## src/rtl/mem_arb_pkg.sv

```systemverilog
// Shared definitions for the two-port memory arbiter.
//   arb_state_e  : sequencer states (IDLE accepts, ACCESS drives memory,
//                  RESP returns the registered memory word)
//   DEF_ADDR_W   : default word-address width (256-word memory)
//   DEF_DATA_W   : default memory data width
//   PORT_FETCH   : port index of the instruction-fetch requester
//   PORT_LSU     : port index of the load/store requester
package mem_arb_pkg;

    localparam int DEF_ADDR_W = 8;
    localparam int DEF_DATA_W = 16;

    localparam logic PORT_FETCH = 1'b0;
    localparam logic PORT_LSU   = 1'b1;

    typedef enum logic [1:0] {
        IDLE   = 2'd0,
        ACCESS = 2'd1,
        RESP   = 2'd2
    } arb_state_e;

endpackage

```

## src/rtl/mem_arbiter_rr.sv

```systemverilog
// Two-way round-robin picker, purely combinational.
//   req_i        : request vector, bit N = port N valid
//   last_grant_i : port granted by the previous accepted request
//   enable_i     : grants are only issued while enabled
//   grant_o      : one-hot grant (or zero when disabled / no request)
module rr_arbiter2 (
    input  logic [1:0] req_i,
    input  logic       last_grant_i,
    input  logic       enable_i,
    output logic [1:0] grant_o
);

    always_comb begin
        grant_o = 2'b00;
        if (enable_i) begin
            // On a tie port 0 wins only if port 1 was served last.
            if (req_i[0] && (!req_i[1] || last_grant_i)) begin
                grant_o = 2'b01;
            end else if (req_i[1]) begin
                grant_o = 2'b10;
            end
        end
    end

endmodule

```

## src/rtl/mem_arbiter.sv

```systemverilog
// Two-port arbiter/sequencer in front of a single-port synchronous memory
// with registered, read-before-write read data. One transaction in flight;
// each accepted request takes IDLE -> ACCESS -> RESP (3 cycles).
//   clk, rst_n              : clock, asynchronous active-low reset
//   reqN_valid/ready        : request handshake, port 0 = fetch, 1 = LSU
//   reqN_we/addr/wdata      : request payload
//   rspN_valid/rdata        : one-cycle response strobe and returned word
//   mem_we/address/write_data : memory command, registered
//   mem_read_data           : registered memory read data
module mem_arbiter
    import mem_arb_pkg::*;
#(
    parameter int ADDR_W = DEF_ADDR_W,
    parameter int DATA_W = DEF_DATA_W
) (
    input  logic              clk,
    input  logic              rst_n,
    input  logic              req0_valid,
    output logic              req0_ready,
    input  logic              req0_we,
    input  logic [ADDR_W-1:0] req0_addr,
    input  logic [DATA_W-1:0] req0_wdata,
    input  logic              req1_valid,
    output logic              req1_ready,
    input  logic              req1_we,
    input  logic [ADDR_W-1:0] req1_addr,
    input  logic [DATA_W-1:0] req1_wdata,
    output logic              rsp0_valid,
    output logic [DATA_W-1:0] rsp0_rdata,
    output logic              rsp1_valid,
    output logic [DATA_W-1:0] rsp1_rdata,
    output logic              mem_we,
    output logic [ADDR_W-1:0] mem_address,
    output logic [DATA_W-1:0] mem_write_data,
    input  logic [DATA_W-1:0] mem_read_data
);

    arb_state_e        state_q;
    logic              last_grant_q;
    logic              owner_q;
    logic              mem_we_q;
    logic [ADDR_W-1:0] mem_addr_q;
    logic [DATA_W-1:0] mem_wdata_q;
    logic              rsp0_valid_q;
    logic              rsp1_valid_q;
    logic [DATA_W-1:0] rdata0_q;
    logic [DATA_W-1:0] rdata1_q;

    logic [1:0]        grant;
    logic              handshake;
    logic              we_d;
    logic [ADDR_W-1:0] addr_d;
    logic [DATA_W-1:0] wdata_d;

    // Gating with rst_n keeps ready low while reset is held, even though
    // the state register already reads IDLE.
    rr_arbiter2 u_rr (
        .req_i        ({req1_valid, req0_valid}),
        .last_grant_i (last_grant_q),
        .enable_i     (rst_n && (state_q == IDLE)),
        .grant_o      (grant)
    );

    assign req0_ready = grant[0];
    assign req1_ready = grant[1];
    assign handshake  = |grant;

    assign we_d    = grant[1] ? req1_we    : req0_we;
    assign addr_d  = grant[1] ? req1_addr  : req0_addr;
    assign wdata_d = grant[1] ? req1_wdata : req0_wdata;

    always_ff @(posedge clk or negedge rst_n) begin
        if (!rst_n) begin
            state_q      <= IDLE;
            last_grant_q <= PORT_LSU;
            owner_q      <= PORT_FETCH;
            mem_we_q     <= 1'b0;
            mem_addr_q   <= '0;
            mem_wdata_q  <= '0;
            rsp0_valid_q <= 1'b0;
            rsp1_valid_q <= 1'b0;
            rdata0_q     <= '0;
            rdata1_q     <= '0;
        end else begin
            case (state_q)
                IDLE: begin
                    if (handshake) begin
                        state_q      <= ACCESS;
                        last_grant_q <= grant[1];
                        owner_q      <= grant[1];
                        mem_we_q     <= we_d;
                        mem_addr_q   <= addr_d;
                        mem_wdata_q  <= wdata_d;
                    end
                end
                ACCESS: begin
                    state_q      <= RESP;
                    mem_we_q     <= 1'b0;
                    rsp0_valid_q <= (owner_q == PORT_FETCH);
                    rsp1_valid_q <= (owner_q == PORT_LSU);
                end
                RESP: begin
                    state_q      <= IDLE;
                    rsp0_valid_q <= 1'b0;
                    rsp1_valid_q <= 1'b0;
                    // Keep the returned word on the owner's rdata afterwards.
                    if (owner_q == PORT_FETCH) begin
                        rdata0_q <= mem_read_data;
                    end else begin
                        rdata1_q <= mem_read_data;
                    end
                end
                default: state_q <= IDLE;
            endcase
        end
    end

    assign mem_we         = mem_we_q;
    assign mem_address    = mem_addr_q;
    assign mem_write_data = mem_wdata_q;
    assign rsp0_valid     = rsp0_valid_q;
    assign rsp1_valid     = rsp1_valid_q;

    // The memory's read register is only valid during RESP, so the owner
    // sees it directly in that cycle and the held copy otherwise.
    assign rsp0_rdata = rsp0_valid_q ? mem_read_data : rdata0_q;
    assign rsp1_rdata = rsp1_valid_q ? mem_read_data : rdata1_q;

endmodule

```

## config.mk

```make
export PLATFORM = sky130hd
export DESIGN_NAME = mem_arbiter
export DESIGN_NICKNAME = d
export VERILOG_FILES = /design/src/rtl/mem_arb_pkg.sv /design/src/rtl/mem_arbiter_rr.sv /design/src/rtl/mem_arbiter.sv
export SDC_FILE = /design/constraint.sdc
export NUM_CORES = 1
export LEC_CHECK = 0
export ABC_AREA = 1
export CORE_UTILIZATION = 45
export CTS_CLUSTER_DIAMETER = 60
export CTS_CLUSTER_SIZE = 40
export DETAILED_ROUTE_END_ITERATION = 16
export DONT_BUFFER_PORTS = 1
export PLACE_DENSITY = 0.7
export SLEW_MARGIN = 25
export SYNTH_ARGS = -nofsm -noshare
export SYNTH_HDL_FRONTEND = slang
export SYNTH_SLANG_ARGS = --single-unit
```

## constraint.sdc

```tcl
create_clock -name clk -period 2.8 [get_ports clk]
set_input_delay 0.84 -clock clk [delete_from_list [all_inputs] [get_ports clk]]
set_output_delay 0.84 -clock clk [all_outputs]
set_load 0.02 [all_outputs]
```

; ---- Word level (Yosys, flattened, before mapping)
; Cells that the tools add are included.
[op_classes]
eq_ne = 3
n_mux = 14
bitwise = 1
n_reduce_logical = 12
[op_table]
columns = cell, n
row1 = $mux 16, 3
row2 = $mux 2, 4
row3 = $mux 8, 1
row4 = $reduce_and 2->1, 4
row5 = $pmux 1 s2, 3
row6 = $pmux 2 s2, 1
row7 = $reduce_bool 2->1, 2
row8 = $eq 2x1->1 const B, 1
row9 = $eq 2x2->1 const B, 1
row10 = $logic_and 1x1->1, 2
row11 = $logic_not 2->1, 1
row12 = $mux 1, 2
row13 = $ne 2x2->1 const B, 1
row14 = $reduce_or 2->1, 1
row15 = $logic_not 1->1, 1
row16 = $logic_or 1x1->1, 1
row17 = $not 1->1, 1
[word_totals]
reg_bits = 63
output_inout_bits = 61
elab_cells = 40

; ---- Logic depth before layout (Yosys ltp)
; Gate-level depths: netlist of the first run.
[logic_depth]
word_depth = 8
depth_mapped = 10

; ---- Modules after synthesis
; Synthesis of the first run repeated with hierarchy kept, for this count alone.
[hier_totals]
cells_unflattened = 423
hier_area_um2 = 3118.0
[modules_own_cells]
columns = mod, n_inst, cells_each, area_per_inst_um2, seq_area_each_um2
row1 = mem_arbiter, 1, 416, 3088.0, 1577.8
row2 = rr_arbiter2, 1, 7, 30.0, 0.0

; ---- Worst setup path before layout of the first run
; No wires, ideal clock.
[synth_timing]
path_kind = input to output
start = in req1_valid
end = out req1_ready
arrival_ns = 1.430
required_time_ns = 1.960
path_slack_ns = 0.530
cell_stages = 5
path_cell_list = inv_1 > nor2_4 > nand2_2 > buf_6 > inv_1
[synth_via]
elab_chain_len = 5
word_cells_on_any_way = 6
classes_between = mux (3) / reduce/logical (3)
[synth_rtl]
columns = element, line
row1 = "start, declared", mem_arbiter.sv:23  ; input logic req1_valid,
row2 = $logic_not 1->1, mem_arbiter_rr.sv:17  ; if (req_i[0] && (!req_i[1] || last_grant_i)) begin
row3 = $logic_or 1x1->1, mem_arbiter_rr.sv:17
row4 = $logic_and 1x1->1, mem_arbiter_rr.sv:17
row5 = $mux 2 *, mem_arbiter_rr.sv:17
row6 = $mux 2 *, mem_arbiter_rr.sv:15  ; if (enable_i) begin
row7 = "end, declared", mem_arbiter.sv:24  ; output logic req1_ready,
; Every way passes the cells marked *; elsewhere a longest branch is shown, timed or not.

; ---- Worst setup path after layout of the first run
[layout_timing]
start = reg rsp1_valid_q, in the netlist rsp1_valid
end = out rsp1_rdata[5]
[layout_via]
elab_chain_len = 1
[layout_rtl]
columns = element, line
row1 = "start, declared", mem_arbiter.sv:45  ; logic rsp1_valid_q;
row2 = "start signal, assigned", mem_arbiter.sv:100  ; rsp1_valid_q <= (owner_q == PORT_LSU);
row3 = $mux 16, mem_arbiter.sv:127  ; assign rsp1_rdata = rsp1_valid_q ? mem_read_data : rdata1_q;
row4 = "end, declared", mem_arbiter.sv:31  ; output logic [DATA_W-1:0] rsp1_rdata,
; No other way between the ends.

==> results.yml, run 1 <==
timing:
  skew_ns: 0.0115
  tns_ns: 0
  setup_viol: 0
  final_hold_viol_count: 0
  rsz0062_at_grt: "no"
  setup_slack_ns: 0.327
  max_slew_margin_pct: 41.3
  clock.fmax_mhz: 404
  post-route-period-util_pct: 88.3
  tightest_slew_ns: 0.879
  fin_crit_ns: 2.47
  drv_slew: 0
  holdWs_ns: 0.193
route:
  wl_microns: 6540
  antenna_left: 0
  drtIter0Drc: 94
  viasPerCell: 4.89
  dr.pass1.iters: 4
  drc: 0
  vias: 2560
  routedWlPerCell_microns: 12.5
critical_path:
  rrSetupSlack_ns: 1.07
  crit_path_start_kind: "flop"
  critPathSlowestCell: "dfrtp_1"
  cp_max_fo: 21
  ff2ff_path_depth: 10
  r2r_end: "state_q[0]$_DFFE_PN0P_"
  end_kind: "output port"
  arrival_ns: 1.63
  cp_slowest_stage_delay_ns: 0.47
  critPathRequiredTime_ns: 1.96
  timing.rr.start: "state_q[1]$_DFFE_PN0P_"
  cp_cell_sequence: "inv_1 > buf_12 > nand2_1 > o21ai_0 > buf_4"
  crit_type: "flop to output port"
clocking:
  clk_transition_reported_paths_ns: 0.08
  htreeDepth: 3
  hold_buffers: 0
  ctsResizeCount: 0
  cts_sinks: 63
  cts_tree: "done"
  cts-buffers-inserted: 9
  cts-root-buf: "clkbuf_8"
  insertion_delay_ns: 0.33
  cts.path.max_buffers: 2
  cts_setup_buffers: 0
final_layout:
  antenna_cells: 0
  multi_input_comb_area_sq_um: 1380
  nets: 497
  final-seq-area_sq_um: 1580
  layout-drive-gt1-share_pct: 23.8
  final_util_pct: 54.0
  synthToLayoutAreaGrowth_pct: 15.2
  n_fill_cell: 627
floorplan:
  coreArea_sq_um: 6830
  io-pin-count: 131
  die_h_microns: 86.4
  std_cell_rows: 30
  die-area_sq_um: 7460
  die-width_microns: 86.4
  start_util_pct: 46.9
synth:
  synth_common_cells: "nand2_1 (126), o21ai_0 (70), dfrtp_1 (62)"
  synthArstFlopShare_pct: 100
  synth.avg_cell_area_sq_um: 8.09
  ys_types: 23
  yosysMostFrequentCell: "nand2_1"
  ys_warn_count: 0
  synth_top_area_share_pct: 48.5
  yosysSeqAreaShare_pct: 49.3
  syn_area_sq_um: 3200
  synth_largest_area_cell: "dfrtp_1"
  syn-num-nets: 470
  synth.area.top_cells: "dfrtp_1 (48%), nand2_1 (15%), o21ai_0 (11%)"
  synth_ff_type: "dfrtp_1"
  synth_edf_count: 0
  ys_ff_latch: 63
  synthCells: 396
grt:
  antenna_found_initial: 0
  grt_use_total_pct: 18.4
  grt_pass1_vias: 2327
  overflow: 0
  grt_pass1_wl_microns: 10600
  grt_max_degree: 65
run_status:
  status: "completed"
worst_hold_path:
  worstHoldPathType: "input port to asynchronous set/reset pin"
power_and_ir_drop:
  power_density_nw_per_um2: 1310
  leakage_nw: 1.84
  irDropWorstVdd_mv: 0.554
placed_design:
  portBuffers: 0
  dp_slack_ns: 0.662
  hpwl_microns: 4570
  gp_congestion: 0.802
run:
  max_cap_viol_count: 0
## state kept, by name (all words and copies together) (netlist names)
signal / cells
state_q: 2
owner_q: 1
rdata1_q: 16
last_grant_q: 1
rsp1_valid: 1
mem_we: 1
mem_write_data: 16
rdata0_q: 16
rsp0_valid: 1
mem_address: 8
## where the power goes
group          total, mW  switching (mW)  internal (mW)
Sequential          1.91           0.535           1.38
Clock              0.808           0.350          0.458
Combinational       2.13            1.27          0.854
Total               4.85            2.16           2.69
## through the flow
| step | power, mW | instance area [sq um] | instances |
|---|---|---|---|
| 3_5_place_dp | 4.07 | 3480 | 508 |
| 4_1_cts | 4.90 | 3690 | 524 |
| 2_1_floorplan | 3.38 | 3200 | 396 |
| 5_1_grt | 5.24 | 3690 | 524 |
| 3_3_place_gp | 4.02 | 3480 | 508 |
| 6_report | 4.85 | 3690 | 524 |
## cell usage in the layout, fill, tap and decap left out, drive strengths merged
cell,count
dfrtp,62
o21ai,90
nand2,131
clkinvlp,1
bufinv,1
dfstp,1
or2,24
nor2,26
clkinv,3
buf,36
nand3,5
clkbuf,11
inv,31
ha,4
o22ai,2
## worst max path at each step
| stage | to | cells after the start | startpoint | slack [ns] |
|---|---|---|---|---|
| global placement | rsp0_rdata[2] | 3 | mem_read_data[2] | 0.68 |
| detailed placement | req0_ready | 4 | rst_n | 0.66 |
| finish | rsp1_rdata[5] | 5 | rsp1_valid$_DFFE_PN0P_ | 0.33 |
| CTS | rsp1_rdata[0] | 5 | rsp1_valid$_DFFE_PN0P_ | 0.31 |
| floorplan | req1_ready | 5 | req1_valid | 0.53 |
| global route | rsp1_rdata[11] | 5 | rsp1_valid$_DFFE_PN0P_ | 0.18 |
## final cells by class
class	instances	area share (%)
Sequential cell	63	42.8
Multi-Input combinational cell	282	37.5
Timing Repair Buffer	36	7.66
Clock buffer	11	4.10
Tap cell	96	3.26
Inverter	31	3.22
Clock inverter	5	1.53
## cell families (layout without fill, tap and decap cells)
logic type | after synthesis | in the layout | synth area share, %
fa+ha+maj | 4 | 4 | 1.56
simple gates | 186 | 186 | 24.8
flops | 63 | 63 | 49.3
compound gates | 92 | 92 | 16.8
buf+inv | 51 | 83 | 7.54
## per-layer routing
layer  up-vias  GRT usage (%)  wire (microns)
met3         8           4.86             478
met2       106           29.7            3040
met4         0           8.18              97
li1       1300              -               -
met1      1146           23.5            2920
met5         -              0               0
## worst max-delay path, delay by kind of cell, from the launching register on
family          cells  cell delay [ns]
compound gates      1             0.07
simple gates        1             0.06
buf+inv             3             0.70
flops               1             0.47
Power figures use the tool's default switching activity.
==> run 2: changes to the inputs <==
CORE_UTILIZATION = 40   (was 45)
PLACE_DENSITY = 0.64   (was 0.7)
==> results.yml, run 2 (synthesis gave the netlist of run 1 again) <==
floorplan:
  coreArea_sq_um: 7730
  die_h_microns: 91.5
  io-pin-count: 131
  std_cell_rows: 32
  start_util_pct: 41.4
  die-width_microns: 91.5
  die-area_sq_um: 8370
power_and_ir_drop:
  intPower_mw: 2.77
  leakage_nw: 1.84
  comb_power_share_pct: 43.3
  pwr-share-clk_pct: 17.8
  irDropWorstVdd_mv: 0.432
  switchingPower_mw: 2.16
  pwr-share-seq_pct: 38.9
  swShare_pct: 43.9
  power_density_nw_per_um2: 1330
route:
  vias: 2621
  dr.pass1.iters: 4
  drtIter0Drc: 84
  wl_microns: 6910
  viasPerCell: 4.95
  drc: 0
  routedWlPerCell_microns: 13.0
  antenna_left: 0
final_layout:
  antenna_cells: 0
  n_fill_cell: 749
  multi_input_comb_area_sq_um: 1380
  nets: 497
  synthToLayoutAreaGrowth_pct: 15.6
  final_cells: 530
  layout_common_cells: "nand2_1 (126), o21ai_0 (70), dfrtp_1 (62)"
  layout-drive-gt1-share_pct: 23.4
  final_util_pct: 47.9
  final_common_cell: "nand2_1"
  final-seq-area_sq_um: 1580
timing:
  clock.fmax_mhz: 419
  fin_crit_ns: 2.39
  tns_ns: 0
  post-route-period-util_pct: 85.2
  final_hold_viol_count: 0
  holdWs_ns: 0.204
  setup_viol: 0
  drv_slew: 0
  setup_slack_ns: 0.414
  tightest_slew_ns: 0.917
  skew_ns: 0.00967
  max_slew_margin_pct: 38.7
  rsz0062_at_grt: "no"
clocking:
  cts_tree: "done"
  htreeDepth: 3
  ctsResizeCount: 0
  insertion_delay_ns: 0.32
  cts.path.max_buffers: 2
  cts-buffers-inserted: 9
  clk_transition_reported_paths_ns: 0.07
  hold_buffers: 0
  cts_setup_buffers: 0
  cts-root-buf: "clkbuf_8"
  cts_sinks: 63
critical_path:
  timing.rr.start: "state_q[1]$_DFFE_PN0P_"
  crit_path_start_kind: "flop"
  ff2ff_path_depth: 10
  end_kind: "output port"
  r2r_end: "state_q[0]$_DFFE_PN0P_"
  crit_type: "flop to output port"
  cp_max_fo: 33
  rrSetupSlack_ns: 1.02
  arrival_ns: 1.55
  critPathRequiredTime_ns: 1.96
grt:
  grt_pass1_wl_microns: 11700
  overflow: 0
  grt_pass1_vias: 2492
  grt_max_degree: 65
  grt_use_total_pct: 17.6
  antenna_found_initial: 0
placed_design:
  dp_slack_ns: 0.663
  dp.cells: 514
  gp_congestion: 0.775
  portBuffers: 0
  hpwl_microns: 4760
run_status:
  status: "completed"
run:
  max_cap_viol_count: 0
worst_hold_path:
  worstHoldPathType: "input port to asynchronous set/reset pin"
run 2: changes by cell type in the layout (fill, tap and decap cells not counted), sizes merged:
cell,before,now
clkbuf,11,13
clkinvlp,1,0
bufinv,1,2
clkinv,3,1
run 2: power by group through the flow:
stage / sequential (mW) / combinational [mW] / clock (mW)
6_report: 1.92 / 2.13 / 0.877
5_1_grt: 1.97 / 2.42 / 0.949
2_1_floorplan: 1.84 / 1.54 / 0
4_1_cts: 1.92 / 2.16 / 0.899
3_3_place_gp: 1.91 / 2.11 / 0
3_5_place_dp: 1.92 / 2.16 / 0
run 2: metal layers:
layer | share of wire [%] | up-vias | wire (microns) | GRT usage [%]
li1 | - | 1302 | - | -
met4 | 1.1 | 0 | 76 | 7.41
met5 | 0 | - | 0 | 0
met2 | 46 | 109 | 3190 | 28.6
met3 | 9.0 | 6 | 620 | 5.78
met1 | 44 | 1204 | 3020 | 21.5
run 2: layout make-up:
| cell class | instances | share of cell area (%) |
|---|---|---|
| multi-input combinational | 282 | 37.4 |
| tap | 102 | 3.45 |
| inverter | 31 | 3.21 |
| clock buffer | 13 | 4.29 |
| clock inverter | 3 | 1.76 |
| timing repair buffer | 36 | 7.30 |
| sequential | 63 | 42.6 |
run 2: how the worst max path moves through the flow:
stage	slack (ns)	end	from
floorplan	0.53	req1_ready	req1_valid
global placement	0.68	rsp0_rdata[13]	mem_read_data[13]
detailed placement	0.66	rsp0_rdata[13]	mem_read_data[13]
CTS	0.39	rsp0_rdata[13]	rsp0_valid$_DFFE_PN0P_
global route	0.27	rsp0_rdata[13]	rsp0_valid$_DFFE_PN0P_
finish	0.41	rsp0_rdata[11]	rsp0_valid$_DFFE_PN0P_
run 2: worst max-delay path: stages, from the launching register on:
cell     delay [ns]
dfrtp_1        0.47
inv_1          0.08
buf_4          0.29
nand2_1        0.08
o21ai_0        0.11
buf_4          0.19
run 2: metrics by stage:
step | area [sq um] | power [mW]
after floorplan | 3200 | 3.38
after global placement | 3480 | 4.02
after detailed placement | 3480 | 4.08
after CTS | 3700 | 4.97
after global routing | 3700 | 5.34
final | 3700 | 4.93
==> run 3: changes to the inputs <==
MAX_ROUTING_LAYER = met4   (was not set)
SLEW_MARGIN = not set   (was 25)
==> results.yml, run 3 (synthesis gave the netlist of run 1 again) <==
clocking:
  cts-root-buf: "clkbuf_8"
  cts-buffers-inserted: 9
  ctsResizeCount: 0
  cts_sinks: 63
  hold_buffers: 0
  cts_setup_buffers: 0
  cts.path.max_buffers: 2
  clk_transition_reported_paths_ns: 0.07
  insertion_delay_ns: 0.32
  htreeDepth: 3
  cts_tree: "done"
floorplan:
  std_cell_rows: 32
  coreArea_sq_um: 7730
  die-area_sq_um: 8370
  start_util_pct: 41.4
  die_h_microns: 91.5
  io-pin-count: 131
  die-width_microns: 91.5
grt:
  grt_util_met3_pct: 5.19
  grt_max_degree: 65
  antenna_found_initial: 0
  grt_use_total_pct: 18.2
  overflow: 0
  top_usage_layer: "met2"
  grt_pass1_vias: 2501
  gr-usage-met2_pct: 28.6
  grt_use_met1_pct: 21.9
  grt_pass1_wl_microns: 11700
critical_path:
  ff2ff_path_depth: 10
  crit_type: "flop to output port"
  cp_max_fo: 33
  critPathRequiredTime_ns: 1.96
  cp_slowest_stage_delay_ns: 0.47
  cp_cell_sequence: "inv_1 > buf_4 > nand2_1 > o21ai_0 > buf_4"
  arrival_ns: 1.55
  critPathSlowestCell: "dfrtp_1"
  end_kind: "output port"
  crit_top_cell: "buf_4"
  crit_path_start_kind: "flop"
final_layout:
  layout-drive-gt1-share_pct: 23.4
  n_fill_cell: 749
  final-seq-area_sq_um: 1580
  layout_common_cells: "nand2_1 (126), o21ai_0 (70), dfrtp_1 (62)"
  final_common_cell: "nand2_1"
  synthToLayoutAreaGrowth_pct: 15.6
  multi_input_comb_area_sq_um: 1380
  nets: 497
  antenna_cells: 0
route:
  routedWlPerCell_microns: 13.0
  viasPerCell: 4.93
  dr.pass1.iters: 4
  antenna_left: 0
  drc: 0
  drtIter0Drc: 97
  wl_microns: 6890
  vias: 2615
placed_design:
  portBuffers: 0
  gp_congestion: 0.786
  dp_slack_ns: 0.663
  hpwl_microns: 4760
timing:
  setup_viol: 0
  skew_ns: 0.00927
  drv_slew: 0
  setup_slack_ns: 0.415
  tns_ns: 0
  final_hold_viol_count: 0
  tightest_slew_ns: 0.923
  fin_crit_ns: 2.39
  rsz0062_at_grt: "no"
  post-route-period-util_pct: 85.2
  max_slew_margin_pct: 38.3
  clock.fmax_mhz: 419
power_and_ir_drop:
  irDropWorstVdd_mv: 0.431
  leakage_nw: 1.84
  power_density_nw_per_um2: 1330
run:
  max_cap_viol_count: 0
worst_hold_path:
  worstHoldPathType: "input port to asynchronous set/reset pin"
run_status:
  status: "completed"
[run 3: cell counts in the layout (fill, tap and decap cells not counted)]
No cell type changed its count.
[run 3: final cells by class]
type	count	area share (%)
Clock buffer	13	4.29
Clock inverter	3	1.76
Inverter	31	3.21
Multi-Input combinational cell	282	37.4
Sequential cell	63	42.6
Tap cell	102	3.45
Timing Repair Buffer	36	7.30
[run 3: per-stage QoR]
stage               hold slack [ns]  utilization, %  instances  total power, mW  cell area [sq um]
global route                  0.177            47.9        530             5.34               3700
CTS                           0.188            47.9        530             4.97               3700
detailed placement            0.475            45.0        514             4.08               3480
floorplan                     0.453               -        396             3.38               3200
finish                        0.205            47.9        530             4.92               3700
global placement              0.466            45.0        514             4.02               3480
[run 3: worst paths after layout]
check	endpoint	from	slack (ns)
setup / recovery	rsp0_rdata[11]	rsp0_valid$_DFFE_PN0P_	0.41
hold / removal	mem_address[6]$_DFFE_PN0P_	rst_n	0.20
setup reg to reg	state_q[0]$_DFFE_PN0P_	state_q[1]$_DFFE_PN0P_	1.03
hold reg to reg	rdata0_q[12]$_DFFE_PN0P_	rdata0_q[12]$_DFFE_PN0P_	0.49
max in group asynchronous	last_grant_q$_DFFE_PN1P_	rst_n	2.42
min in group clk	rdata0_q[12]$_DFFE_PN0P_	rdata0_q[12]$_DFFE_PN0P_	0.49
[run 3: power breakdown]
part | switching [mW] | leakage (nW) | internal [mW]
logic | 1.30 | 0.967 | 0.836
clock network | 0.327 | 0.114 | 0.550
registers | 0.536 | 0.760 | 1.38
[run 3: worst max-delay path, delay by kind of cell (launching register included)]
| family | cells | cell delay [ns] |
|---|---|---|
| DFF | 1 | 0.47 |
| buffers and inverters | 3 | 0.56 |
| AOI/OAI and AO/OA | 1 | 0.11 |
| and+or+nand+nor | 1 | 0.08 |
[run 3: per-layer routing]
metal,part of all wire (%),vias to the layer above,wire (microns)
li1,-,1302,-
met1,44,1196,3060
met2,46,105,3160
met3,8.2,12,563
met4,1.5,0,102
met5,0,-,0
